File: src/rtl/filtro_iir_banda.sv
// Biquad IIR section for one equalizer band.
// One shared multiplier walks the five taps over five clocks per sample.
module filtro_iir_banda #(
    parameter int N   = 23,
    parameter int Dec = 8
) (
    input  logic                clk,
    input  logic                reset,
    input  logic                start,
    input  logic signed [N-1:0] x_in,
    input  logic signed [N-1:0] b0,
    input  logic signed [N-1:0] b1,
    input  logic signed [N-1:0] b2,
    input  logic signed [N-1:0] a1,
    input  logic signed [N-1:0] a2,
    output logic signed [N-1:0] y_out,
    output logic                done,
    output logic                busy
);

    localparam int AW = 2 * N + 3;

    localparam logic signed [AW-1:0] MAXV =
        {{(AW - N + 1){1'b0}}, {(N - 1){1'b1}}};
    localparam logic signed [AW-1:0] MINV =
        {{(AW - N + 1){1'b1}}, {(N - 1){1'b0}}};

    typedef enum logic [1:0] {
        IDLE,
        MAC,
        SAT
    } state_t;

    state_t state;

    logic signed [N-1:0]    xr;
    logic signed [N-1:0]    x1;
    logic signed [N-1:0]    x2;
    logic signed [N-1:0]    y1;
    logic signed [N-1:0]    y2;
    logic signed [AW-1:0]   acc;
    logic [2:0]             k;

    logic signed [N-1:0]    cm;
    logic signed [N-1:0]    dm;
    logic                   sub;
    logic signed [2*N-1:0]  prod;
    logic signed [AW-1:0]   pext;
    logic signed [AW-1:0]   sh;
    logic signed [N-1:0]    r;

    // Tap selection: feedback terms are subtracted.
    always_comb begin
        cm  = '0;
        dm  = '0;
        sub = 1'b0;
        unique case (k)
            3'd0: begin cm = b0; dm = xr; end
            3'd1: begin cm = b1; dm = x1; end
            3'd2: begin cm = b2; dm = x2; end
            3'd3: begin cm = a1; dm = y1; sub = 1'b1; end
            3'd4: begin cm = a2; dm = y2; sub = 1'b1; end
            default: ;
        endcase
    end

    assign prod = cm * dm;
    assign pext = {{3{prod[2*N-1]}}, prod};

    always_comb begin
        sh = acc >>> Dec;
        if (sh > MAXV)
            r = MAXV[N-1:0];
        else if (sh < MINV)
            r = MINV[N-1:0];
        else
            r = sh[N-1:0];
    end

    always_ff @(posedge clk or posedge reset) begin
        if (reset) begin
            state <= IDLE;
            xr    <= '0;
            x1    <= '0;
            x2    <= '0;
            y1    <= '0;
            y2    <= '0;
            acc   <= '0;
            k     <= '0;
            y_out <= '0;
            done  <= 1'b0;
            busy  <= 1'b0;
        end else begin
            done <= 1'b0;
            case (state)
                IDLE: begin
                    if (start) begin
                        xr    <= x_in;
                        acc   <= '0;
                        k     <= '0;
                        busy  <= 1'b1;
                        state <= MAC;
                    end
                end
                MAC: begin
                    acc <= sub ? acc - pext : acc + pext;
                    k   <= k + 3'd1;
                    if (k == 3'd4)
                        state <= SAT;
                end
                SAT: begin
                    y_out <= r;
                    done  <= 1'b1;
                    x2    <= x1;
                    x1    <= xr;
                    y2    <= y1;
                    y1    <= r;
                    busy  <= 1'b0;
                    state <= IDLE;
                end
                default: state <= IDLE;
            endcase
        end
    end

endmodule

File: config.mk
export PLATFORM = sky130hd
export DESIGN_NAME = filtro_iir_banda
export DESIGN_NICKNAME = d
export VERILOG_FILES = /design/src/rtl/filtro_iir_banda.sv
export SDC_FILE = /design/constraint.sdc
export NUM_CORES = 2
export LEC_CHECK = 0
export ABC_AREA = 0
export CORE_MARGIN = 2
export CORE_UTILIZATION = 35
export CTS_CLUSTER_DIAMETER = 120
export DETAILED_ROUTE_END_ITERATION = 12
export SLEW_MARGIN = 10
export SYNTH_ARGS = -nofsm -noshare
export SYNTH_HDL_FRONTEND = slang
export SYNTH_SLANG_ARGS = --single-unit
File: constraint.sdc
create_clock -name clk -period 14.9 [get_ports clk]
set_input_delay 2.98 -clock clk [delete_from_list [all_inputs] [get_ports clk]]
set_output_delay 2.98 -clock clk [all_outputs]
set_load 0.02 [all_outputs]
==> metrics.md <==
| Metric | Value |
|---|---|
| Most common cell after layout, fill and taps aside | inv_1 |
| Critical path peak fanout | 11 |
| First-pass GRT wire length | 163.0 mm |
| Post-CTS setup buffer count | 0 |
| TritonCTS clock tree | done |
| Critical Path Source Type | primary input |
| Status | finished clean |
| WL final | 102.9 mm |
| Drt via density | 5.326 |
| Row count | 110 |
| Worst-path clk slew | 0.07 ns |
| Pre-CTS setup slack | 0.4351 ns |
| Adder-cell share of the synthesized area | 0.4269 |
| Post-Synth Simple-Gate Area | 0.1373 |
| Final setup fails | 0 |
| Routability congestion estimate | 0.9653 |
| Crit. End Element | register |
| Worst min-delay path class | reg2reg |
| Most used cell, CP | fa_1 |
| Cell Area, Placed | 0.03497 sq mm |
| Maxcap violations | 0 |
| Seq/Total Area, Yosys | 0.1346 |
| Fin. Hold Viols | 0 |
| Share of layout cells above drive strength 1 | 0.07060 |
| Arrival time at the worst endpoint | 14.58 ns |
| Die ar. | 0.09326 sq mm |
| Root Buffer | clkbuf_16 |
| Initial DRC count | 2,281 |
| Largest stage delay on the critical path | 0.66 ns |
| Setup CP Type | in2reg |
| Syn Std Cell Area | 0.03179 sq mm |
| Die Y | 305.4 um |
| CTS H-Tree Depth | 4 |
| Drt wl/cell | 21.10 um |
| Largest net degree at the start of global routing | 97 |
| Fin crit period | 14.18 ns |
| DRC viols | 0 |
| Post-cts repair resize count | 0 |
| Placeable Area | 0.09001 sq mm |
| Synth Area in Compound Gates | 0.1284 |
| Final net count | 4,570 |
| Post-Syn Instances | 3,589 |
| Post-synth EDFFs | 0 |
| Actual slew at the worst max-slew pin | 1.354 ns |
| Total CTS buffers | 17 |
| Initial antenna violation count | 2 |
| TritonCTS Sinks | 171 |
| Post-CTS Hold Buffers | 0 |
| Syn avg cell area | 8.858 sq um |
| Synth Flop Type | dfrtp_1 |
| Bufs on Longest Clock Path | 2 |
| Post-synth cell types | 93 |
| Clk_skew | 0.02233 ns |
| Worst path slowest cell | fa_1 |
| GRT Util Overall | 0.2263 |
| Setup TNS | 0 ns |
| IO Pins | 166 |
| Post-synthesis mux area share | 0.03326 |
| Most frequent cells in the layout | inv_1, fa_1, nand2_1 |
| Clock latency on the worst-skew pair | 0.48 ns |
| Number of synthesized register bits | 171 |
| Synth-to-Final Area Change | 11.97% |
| DRT antenna net count | 0 |
| Dpl hpwl | 82.88 mm |
| Post-Layout Inst Area | 0.03560 sq mm |
| Vias after detailed routing | 25,960 |
| Initial DRT Pass Iterations | 8 |
| Die width | 305.4 um |
| RSZ-0062 raised after global routing | no |
| Port Buffers | 165 |
| Vias in the first global route | 27,020 |
| Initial Util | 0.3532 |
| Fin. max-slew vios | 0 |
| Synth Area in XOR/XNOR | 0.03495 |
| Post-Syn Nets | 4,475 |
| Largest family of logic cells by synthesized area | adder cells |
| Required @ worst endpoint | 15.30 ns |
| Total global routing overflow | 0 |
| Final Worst Setup Slack | 0.7153 ns |
| FFs w/ async S/R, synth | 1.000 |
| Synth Warn # | 0 |
| Max-slew headroom | 0.09115 |
| Crit share post-route | 0.9520 |
| Highest clock rate | 70.50 MHz |
[layer usage]
metal  track usage  routed length (um)
met1        0.3084               43340
met2        0.3618               47490
met5             0                   0
met3       0.04375                8279
met4       0.07458                3751
[worst paths after layout]
kind / start / to / slack, ns / cells after the start
min in group asynchronous: reset / y1[15] / 3.13 / 2
worst max-delay path: b1[17] / acc[48] / 0.72 / 37
max in group asynchronous: reset / x2[13] / 10.24 / 3
worst min register to register: acc[0] / acc[0] / 0.48 / 2
worst min-delay path: acc[0] / acc[0] / 0.48 / 2
worst max register to register: k[0] / acc[48] / 2.07 / 40
[worst max-delay path: cells and delay by family]
kind | cells | cell delay, ns
and+or+nand+nor | 9 | 1.94
xor gates and xnor gates | 1 | 0.17
buffers and inverters | 5 | 0.85
AOI/OAI and AO/OA | 13 | 4.12
adders and majority gates | 9 | 4.52
[state kept, by name, summed over array words and instances, names as in the netlist]
name	cells
acc	49
x1	23
x2	23
xr	23
y1	23
y2	23
k	3
state	2
busy	1
done	1
[layout make-up]
cell class	count	area [sq um]
Tap cell	1176	1471
Clock buffer	17	425.4
Antenna cell	1	2.502
Timing Repair Buffer	251	2310
Fill cell	9079	54420
Clock inverter	15	196.4
Multi-Input combinational cell	2541	24270
Inverter	702	2640
Sequential cell	171	4283
[cell usage after synthesis (43+ instances only)]
| cell | number | area (sq um) |
|---|---|---|
| a21o_1 | 44 | 330.3 |
| dfrtp_1 | 171 | 4279 |
| nor2_1 | 276 | 1036 |
| ha_1 | 179 | 2240 |
| and2_1 | 43 | 269.0 |
| fa_1 | 566 | 11330 |
| inv_1 | 702 | 2635 |
| xnor2_1 | 80 | 700.7 |
| xor2_1 | 45 | 394.1 |
| a22oi_1 | 49 | 367.9 |
| mux2_2 | 93 | 1047 |
| o21ai_0 | 130 | 650.6 |
| nand2_1 | 466 | 1749 |
| clkbuf_1 | 145 | 544.3 |
| a21oi_1 | 121 | 605.6 |
[metrics by stage]
step / hold WS, ns / instances / utilization
4_1_cts: 0.4866 / 4873 / 0.3954
3_5_place_dp: 0.4705 / 4841 / 0.3885
3_3_place_gp: 0.4658 / 4841 / 0.3885
6_report: 0.4832 / 4874 / 0.3955
2_1_floorplan: 0.4498 / 3589 / -
5_1_grt: 0.5125 / 4873 / 0.3954
[cells by family (layout without fill, tap and decap cells)]
| logic type | after synthesis | in the layout |
|---|---|---|
| mux | 94 | 94 |
| other cells | 0 | 1 |
| xor+xnor | 126 | 126 |
| fa+ha+maj | 745 | 745 |
| compound gates | 599 | 599 |
| buf+inv | 877 | 985 |
| simple gates | 977 | 977 |
| flops | 171 | 171 |
Power is not shown: default switching activity piles up to over one toggle a cycle in this logic, so the estimate is an artifact.
